<file path="config.mk">
export PLATFORM = sky130hd
export DESIGN_NAME = grayscale_frame_sequencer
export DESIGN_NICKNAME = d
export VERILOG_FILES = /design/src/rtl/grayscale_frame_sequencer.sv
export SDC_FILE = /design/constraint.sdc
export NUM_CORES = 1
export LEC_CHECK = 0
export CAP_MARGIN = 20
export CORE_UTILIZATION = 46
export DETAILED_ROUTE_END_ITERATION = 10
export PLACE_DENSITY_LB_ADDON = 0.1
export SLEW_MARGIN = 20
export SYNTH_ARGS = -nofsm -noshare
export SYNTH_HDL_FRONTEND = slang
export SYNTH_SLANG_ARGS = --single-unit
</file>
<file path="constraint.sdc">
create_clock -name clk -period 2.22 [get_ports clk]
set_input_delay 0.333 -clock clk [delete_from_list [all_inputs] [get_ports clk]]
set_output_delay 0.333 -clock clk [all_outputs]
set_load 0.02 [all_outputs]
</file>
<file path="src/rtl/grayscale_frame_sequencer.sv">
// Walks a SIZE-row RGB frame through the fixed-latency grayscale datapath.
// A {vld, row} tag pipeline follows each row read until its result is on gray_arr_out.
module grayscale_frame_sequencer #(
    parameter int SIZE   = 100,
    parameter int ROW_W  = $clog2(SIZE),
    parameter int RD_LAT = 1,
    parameter int DP_LAT = 3
) (
    input  logic             clk,
    input  logic             rst,
    input  logic             start,
    input  logic             abort,
    output logic             busy,
    output logic             done,
    output logic             rd_en,
    output logic [ROW_W-1:0] rd_row,
    output logic             dp_in_vld,
    output logic             wr_en,
    output logic [ROW_W-1:0] wr_row,
    output logic [15:0]      frame_cnt,
    output logic [1:0]       state_dbg
);

    localparam int D = RD_LAT + DP_LAT;
    localparam logic [ROW_W-1:0] LAST_ROW = ROW_W'(SIZE - 1);

    // IDLE is encoded as zero so a cleared state register reads as idle.
    typedef enum logic [1:0] {
        IDLE  = 2'd0,
        ISSUE = 2'd1,
        DRAIN = 2'd2,
        DONE  = 2'd3
    } state_t;

    state_t           state;
    state_t           state_nxt;
    logic             rd_en_nxt;
    logic [ROW_W-1:0] rd_row_nxt;
    logic             busy_nxt;
    logic             done_nxt;

    logic [D-1:0]     tag_vld;
    logic [ROW_W-1:0] tag_row [D];

    // rd_en, dp_in_vld and wr_en are valid-only strobes: each marks one row in
    // the cycle it is high, and nothing downstream can stall the flow.
    assign dp_in_vld = tag_vld[RD_LAT-1];
    assign wr_en     = tag_vld[D-1];
    assign wr_row    = tag_row[D-1];
    assign state_dbg = state;

    always_comb begin
        state_nxt  = state;
        rd_row_nxt = rd_row;
        unique case (state)
            IDLE:  if (start) state_nxt = ISSUE;
            ISSUE: if (rd_row == LAST_ROW) state_nxt = DRAIN;
            DRAIN: begin
                if (wr_en && (wr_row == LAST_ROW)) begin
                    state_nxt = DONE;
                end else if (tag_vld == '0) begin
                    state_nxt = IDLE;
                end
            end
            DONE:  state_nxt = IDLE;
            default: state_nxt = IDLE;
        endcase
        if (abort) state_nxt = IDLE;

        if (state_nxt == ISSUE) begin
            rd_row_nxt = (state == ISSUE) ? rd_row + 1'b1 : '0;
        end
        rd_en_nxt = (state_nxt == ISSUE);
        busy_nxt  = (state_nxt == ISSUE) || (state_nxt == DRAIN);
        done_nxt  = (state_nxt == DONE);
    end

    always_ff @(posedge clk) begin
        if (rst) begin
            state     <= IDLE;
            busy      <= 1'b0;
            done      <= 1'b0;
            rd_en     <= 1'b0;
            rd_row    <= '0;
            frame_cnt <= '0;
            tag_vld   <= '0;
            for (int i = 0; i < D; i++) tag_row[i] <= '0;
        end else begin
            state  <= state_nxt;
            busy   <= busy_nxt;
            done   <= done_nxt;
            rd_en  <= rd_en_nxt;
            rd_row <= rd_row_nxt;
            if (done_nxt) frame_cnt <= frame_cnt + 16'd1;
            // Abort drops every in-flight row so no stray write follows.
            if (abort) tag_vld <= '0;
            else       tag_vld <= {tag_vld[D-2:0], rd_en};
            tag_row[0] <= rd_row;
            for (int i = 1; i < D; i++) tag_row[i] <= tag_row[i-1];
        end
    end

endmodule
</file>
==> results of run 1 <==
logic make-up (layout without fill, tap and decap cells):
group | Yosys count | in the layout
AOI/OAI and AO/OA | 15 | 15
xor gates and xnor gates | 17 | 17
adders and majority gates | 6 | 6
buffers and inverters | 16 | 81
DFF | 60 | 60
muxes | 1 | 1
and+or+nand+nor | 98 | 98
state kept, by name, summed over array words and instances (netlist names):
signal	count
frame_cnt	16
rd_en	1
tag_vld	4
rd_row	7
tag_row	28
state_dbg	2
busy	1
done	1
cell usage in the layout (no fill, tap or decap), types with 3 or more instances in the layout:
master / n
clkbuf_8: 9
o21ai_0: 3
nand3_1: 6
nor2_1: 21
ha_1: 3
xnor2_1: 7
a21oi_1: 4
nand4_1: 7
nor2b_1: 31
dfxtp_2: 5
ha_4: 3
clkdlybuf4s50_1: 40
dfxtp_1: 55
inv_1: 3
buf_4: 22
xor2_1: 9
and2_1: 5
nand2_1: 7
stage by stage:
| step | power [mW] | TNS [ps] | instances |
|---|---|---|---|
| after detailed placement | 1.188 | -3109 | 312 |
| after floorplan | 1.148 | 0 | 213 |
| final | 2.201 | -15.87 | 330 |
| after CTS | 2.220 | 0 | 327 |
| after global routing | 2.287 | -686.4 | 330 |
| after global placement | 1.187 | -1838 | 312 |
per-layer routing:
| metal | vias up | wire length [um] | GRT usage (%) |
|---|---|---|---|
| met5 | - | 0 | 0 |
| met4 | 0 | 85 | 11.78 |
| met3 | 8 | 158 | 4.558 |
| met2 | 42 | 1874 | 25.32 |
| met1 | 728 | 1990 | 22.38 |
| li1 | 824 | - | - |
power groups by stage:
stage,combinational [mW],sequential (mW),clock [mW]
3_3_place_gp,0.0764,1.11,0
4_1_cts,0.0779,1.09,1.05
5_1_grt,0.0930,1.09,1.11
3_5_place_dp,0.0768,1.11,0
6_report,0.0860,1.09,1.03
2_1_floorplan,0.0310,1.12,0
worst paths after layout:
path | startpoint | to | cells past startpoint
setup / recovery | rd_row[0] | frame_cnt[15] | 10
hold / removal | tag_row[0][12] | tag_row[0][19] | 1
setup reg to reg | rd_row[0] | frame_cnt[15] | 10
hold reg to reg | tag_row[0][12] | tag_row[0][19] | 1
what timing repair did:
| action | CTS | global route |
|---|---|---|
| setup endpoints to repair | 11 | 15 |
| pin swaps | 0 | 13 |
| setup buffers | 0 | 3 |
| resized for setup | 5 | 21 |
cell type report:
| class | count | share of cell area, % |
|---|---|---|
| multi-input cells | 137 | 33.13 |
| well taps | 52 | 2.106 |
| clock inverters | 5 | 2.511 |
| flip-flops and latches | 60 | 39.08 |
| inverters | 3 | 0.3645 |
| repair buffers | 63 | 18.67 |
| clock buffers | 10 | 4.131 |
==> key figures, run 1 <==
Global routing
  • Largest net degree at the start of global routing: 29
  • Global-route wire length before repair: ~6500 um
  • Initial antenna violation count: 0
  • Gr ovfl total: 0
  • Gr usage total: between 10% and 20%
  • Number of global-route vias before repair: roughly 1400

Layout
  • Area Overhead vs Synth: 41.17%
  • Area of the multi-input gates: roughly 0.0010 sq mm
  • Nets: between 200 and 300
  • Post-route cell area: between 0.003 and 0.004 sq mm
  • Antenna Cells: 0
  • Final cell utilization of the core: 69.04%
  • Share of cells above drive strength 1: 23.02%
  • Fillers: about 360
  • Reg area: between 0.001 and 0.0015 sq mm

Worst setup path
  • Crit path max-delay cell type: dfxtp_2
  • FF-to-FF setup slack: -20 ps
  • Crit path buf inv count: 0
  • Crit start category: flip-flop
  • Crit-path leading delay family: simple AND/OR/NAND/NOR gates
  • Crit path DAT: ~2500 ps
  • Worst setup EP type: flip-flop
  • Req. time, crit path: roughly 2400 ps
  • Most frequent CP cell: ha_4
  • Critical path, cell by cell: ha_4, nand4b_1, nor3_2, a21oi_2, nor2_2, ha_4, nand4_1, nor4_4, a31o_2, a21oi_1
  • Largest stage delay, worst path: ~350 ps
  • Setup Crit Path Kind: flip-flop to flip-flop
  • Crit-path max FO: 4

Worst hold path
  • Hold WC Path Type: flip-flop to flip-flop

Floorplan
  • Die Width: 70.98 um
  • Initial Utilization: between 40% and 50%
  • Die area: between 0.005 and 0.006 sq mm
  • Die height: between 70 and 80 um
  • Rows: 24
  • Io pins: 41
  • Core Area: roughly 0.0045 sq mm

Drt
  • DRT Pass-1 Iters: 9
  • Final WL: between 4000 and 5000 um
  • WL/cell: between 10 and 15 um
  • # DRC: 3
  • DR vias/cell: 4.855
  • Routed Antenna Nets: 0
  • Initial DRC count: 75
  • Vias: 1602

Power and ir drop
  • Sw Pwr: ~0.45 mW
  • Internal Power: 1.747 mW
  • Leak: about 1.2 nW
  • Part of the power in registers: between 40% and 50%
  • Sw frac: 20.63%
  • Power share of the clock group: a little under half
  • Peak supply drop: about 0.35 mV
  • Combinational power share: 3.9%
  • PD cells: 712.4 mW/mm^2

Placement
  • Hpwl dp: roughly 2700 um
  • Placed cell areas: roughly 0.0027 sq mm
  • Pre-CTS setup slack: -277.7 ps
  • PortBufs: 40
  • Global placement routability congestion: between 0.7 and 0.8

Synthesis
  • Yosys cell types: 35
  • Syn nets: around 220
  • Multiplexer area fraction after synthesis: less than 1%
  • Post-synthesis sequential area ratio: 54.89%
  • Simple-gate share of the synthesized area: 26.36%
  • Share of the synthesized area in the top cell type: a little over half
  • Synth Area in Adders: under 10%
  • Post-synth EDFFs: 0
  • Post-Syn Area: about 0.0022 sq mm
  • Commonest cells in the netlist: dfxtp_1, nor2b_1, nor2_1, xor2_1, xnor2_1
  • Compound-gate portion of the synthesized area: around 4.1%
  • Mean post-synth cell area: slightly above 10 sq um
  • Largest cells by area after synthesis: dfxtp_1, nor2b_1, nor2_1, xor2_1, ha_1
  • Post-synth ARST share: 0%
  • Dominant cell by count in the synthesized netlist: dfxtp_1
  • Largest family of logic cells by synthesized area: simple AND/OR/NAND/NOR gates
  • Synthesis Warnings: 0
  • Post-synth top flop: dfxtp_1
  • Yosys reg bits: 60
  • Synthesized netlist cell count: approximately 210
  • XOR/XNOR share of the synthesized area: 6.804%
  • Leading area contributor after synthesis: dfxtp_1

Clock tree
  • Clk root buf: clkbuf_8
  • Clk pin slew, worst setup/hold paths: ~70 ps
  • Num CTS Buffers: 9
  • # hold bufs at CTS: 0
  • H-tree depth: 3
  • Clk_lat worst skew: around 320 ps
  • TritonCTS clock tree: built
  • Clock sink total: 60
  • Clock buffer depth: 2

Run
  • MaxCap Viol Count: 0

Run status
  • Failing checks: design-rule violations, negative setup slack
  • Status: finished with violations

STA
  • RSZ-0062 raised after global routing: true
  • Max Slew Vio Count: 0
  • Final min period: ~2200 ps
  • Setup ws final: -15.87 ps
  • Final hold slack: 428.6 ps
  • Tightest Pin Transition: roughly 330 ps
  • Post-route clock period utilization: 100.7%
  • Fmax: between 400 and 500 MHz
  • Final hold vios: 0
  • Slew HR: about 78%
  • Final setup violation count: 1
  • Max Clock Skew: between 5 and 6 ps
Note: power is estimated with default switching activity, not from simulation.
==> inputs of run 2 (changes only) <==
--- a/config.mk
+++ b/config.mk
@@ -6,7 +6,7 @@
 export NUM_CORES = 1
 export LEC_CHECK = 0
 export CAP_MARGIN = 20
-export CORE_UTILIZATION = 46
+export CORE_UTILIZATION = 55
 export DETAILED_ROUTE_END_ITERATION = 10
 export PLACE_DENSITY_LB_ADDON = 0.1
 export SLEW_MARGIN = 20
==> constraint.sdc (replaced) <==
create_clock -name clk -period 2.7 [get_ports clk]
set_input_delay 0.405 -clock clk [delete_from_list [all_inputs] [get_ports clk]]
set_output_delay 0.405 -clock clk [all_outputs]
set_load 0.02 [all_outputs]
==> key figures, run 2 (synthesis results as in run 1) <==
Placement
  • DP Cell Count: between 200 and 300
  • PortBufs: 40
  • Global placement routability congestion: 0.8396
  • Placed cell areas: ~0.0026 sq mm
  • Hpwl dp: about 2500 um

Drt
  • Initial DRC count: 62
  • # DRC: 0
  • DR vias/cell: roughly 5.0
  • WL/cell: roughly 12 um
  • DRT Pass-1 Iters: 4
  • Routed Antenna Nets: 0
  • Final WL: 3797 um
  • Vias: around 1500

Worst setup path
  • Crit-path max FO: 7
  • Crit start category: flip-flop
  • Crit path DAT: 2620 ps
  • Largest stage delay, worst path: between 400 and 500 ps
  • Most frequent CP cell: ha_1
  • Critical path, cell by cell: ha_1, nand4b_1, o31ai_1, o21ai_0, nor2b_1, ha_1, buf_4, and4_1, nand4_1, xor2_1, nor2_1
  • Crit path max-delay cell type: dfxtp_1
  • Req. time, crit path: about 2900 ps
  • Worst setup EP type: flip-flop
  • Setup Crit Path Kind: flip-flop to flip-flop

Floorplan
  • Die height: 65.08 um
  • Core Area: approximately 0.0037 sq mm
  • Initial Utilization: about three fifths
  • Die area: 0.004235 sq mm
  • Rows: 22
  • Die Width: around 65 um
  • Io pins: approximately 40

Global routing
  • Gr usage total: between 20% and 30%
  • Global-route wire length before repair: a little over 6000 um
  • Gr ovfl total: 0
  • Largest net degree at the start of global routing: 52
  • Initial antenna violation count: 0
  • Number of global-route vias before repair: between 1000 and 1500

Clock tree
  • Clock sink total: 60
  • Clk root buf: clkbuf_8
  • Post-CTS Setup Bufs: 0
  • Clk_lat worst skew: 330 ps
  • Clock buffer depth: 2
  • Cells resized by post-CTS repair: 0
  • # hold bufs at CTS: 0
  • Clk pin slew, worst setup/hold paths: 60 ps
  • H-tree depth: 3
  • Num CTS Buffers: 9
  • TritonCTS clock tree: built

STA
  • Final hold slack: about 430 ps
  • RSZ-0062 raised after global routing: false
  • Final min period: around 2400 ps
  • Final hold vios: 0
  • Fmax: a little over 400 MHz
  • Fin Setup TNS: 0 ps
  • Max Slew Vio Count: 0
  • Max Clock Skew: around 10 ps
  • Tightest Pin Transition: around 450 ps
  • Slew HR: between 70% and 80%
  • Final setup violation count: 0
  • Post-route clock period utilization: 89.32%

Layout
  • Reg area: 0.001201 sq mm
  • Biggest regs: tag_row (28), frame_cnt (16), rd_row (7)
  • Fillers: approximately 280
  • Largest Register: tag_row
  • Commonest non-fill, non-tap cell in the layout: dfxtp_1
  • Post-route cell area: between 0.002 and 0.003 sq mm
  • Antenna Cells: 0
  • Most frequent cells in the layout: dfxtp_1, clkdlybuf4s50_1, nor2b_1
  • Nets: 265
  • Area Overhead vs Synth: 29.45%
  • Non-filler instance count after layout: roughly 300
  • Area of the multi-input gates: about 900 sq um
  • Share of cells above drive strength 1: 9.231%
  • Max FFs per register: 28

Worst hold path
  • Hold WC Path Type: flip-flop to flip-flop

Power and ir drop
  • Leak: ~1.1 nW
  • Peak supply drop: approximately 0.55 mV
  • Total Power: 1.816 mW
  • PD cells: approximately 640 mW/mm^2

Run
  • MaxCap Viol Count: 0

Run status
  • Status: complete, no violations
## run 2: cell count changes in the layout (fill, tap and decap cells not counted), sizes merged
cell,delta
buf,-19
clkbuf,+2
clkinv,-1
## run 2: worst max-delay path, delay by kind of cell (launching register included)
kind | cells | cell delay, ps
DFF | 1 | 420
xor gates and xnor gates | 1 | 150
buffers and inverters | 1 | 160
and+or+nand+nor | 5 | 700
AOI/OAI and AO/OA | 2 | 420
adders and majority gates | 2 | 450
## run 2: path summary, 6_finish.rpt
kind	endpoint	startpoint	slack [ps]	cells past startpoint
setup / recovery	frame_cnt[9]	rd_row[0]	290	11
hold / removal	tag_row[0][10]	tag_row[0][3]	430	1
setup reg to reg	frame_cnt[9]	rd_row[0]	290	11
hold reg to reg	tag_row[0][10]	tag_row[0][3]	430	1
## run 2: power breakdown
part	switching, mW	internal, mW	total (mW)
clock network	0.323	0.544	0.867
logic	0.0306	0.0240	0.0546
registers	0.00412	0.891	0.895
## run 2: per-stage QoR
stage | setup slack (ps) | utilization (%)
2_1_floorplan | 360.8 | -
3_3_place_gp | 170.8 | 69.85
3_5_place_dp | 114.8 | 69.85
4_1_cts | 291.8 | 75.67
5_1_grt | 109.9 | 75.67
6_report | 288.3 | 75.67
## run 2: area by class of cell
cell class                 count  area share, %
sequential                    60          42.40
multi-input combinational    137          31.76
timing repair buffer          44          15.64
clock buffer                  12          5.124
clock inverter                 4          2.562
tap                           48          2.120
inverter                       3         0.3975
## run 2: layer usage
layer / routed length, um / track usage [%] / part of all wire [%]
met1: 1901 / 26.94 / 50
met2: 1667 / 28.78 / 44
met3: 148 / 5.282 / 3.9
met4: 78 / 11.68 / 2.1
met5: 0 / 0 / 0
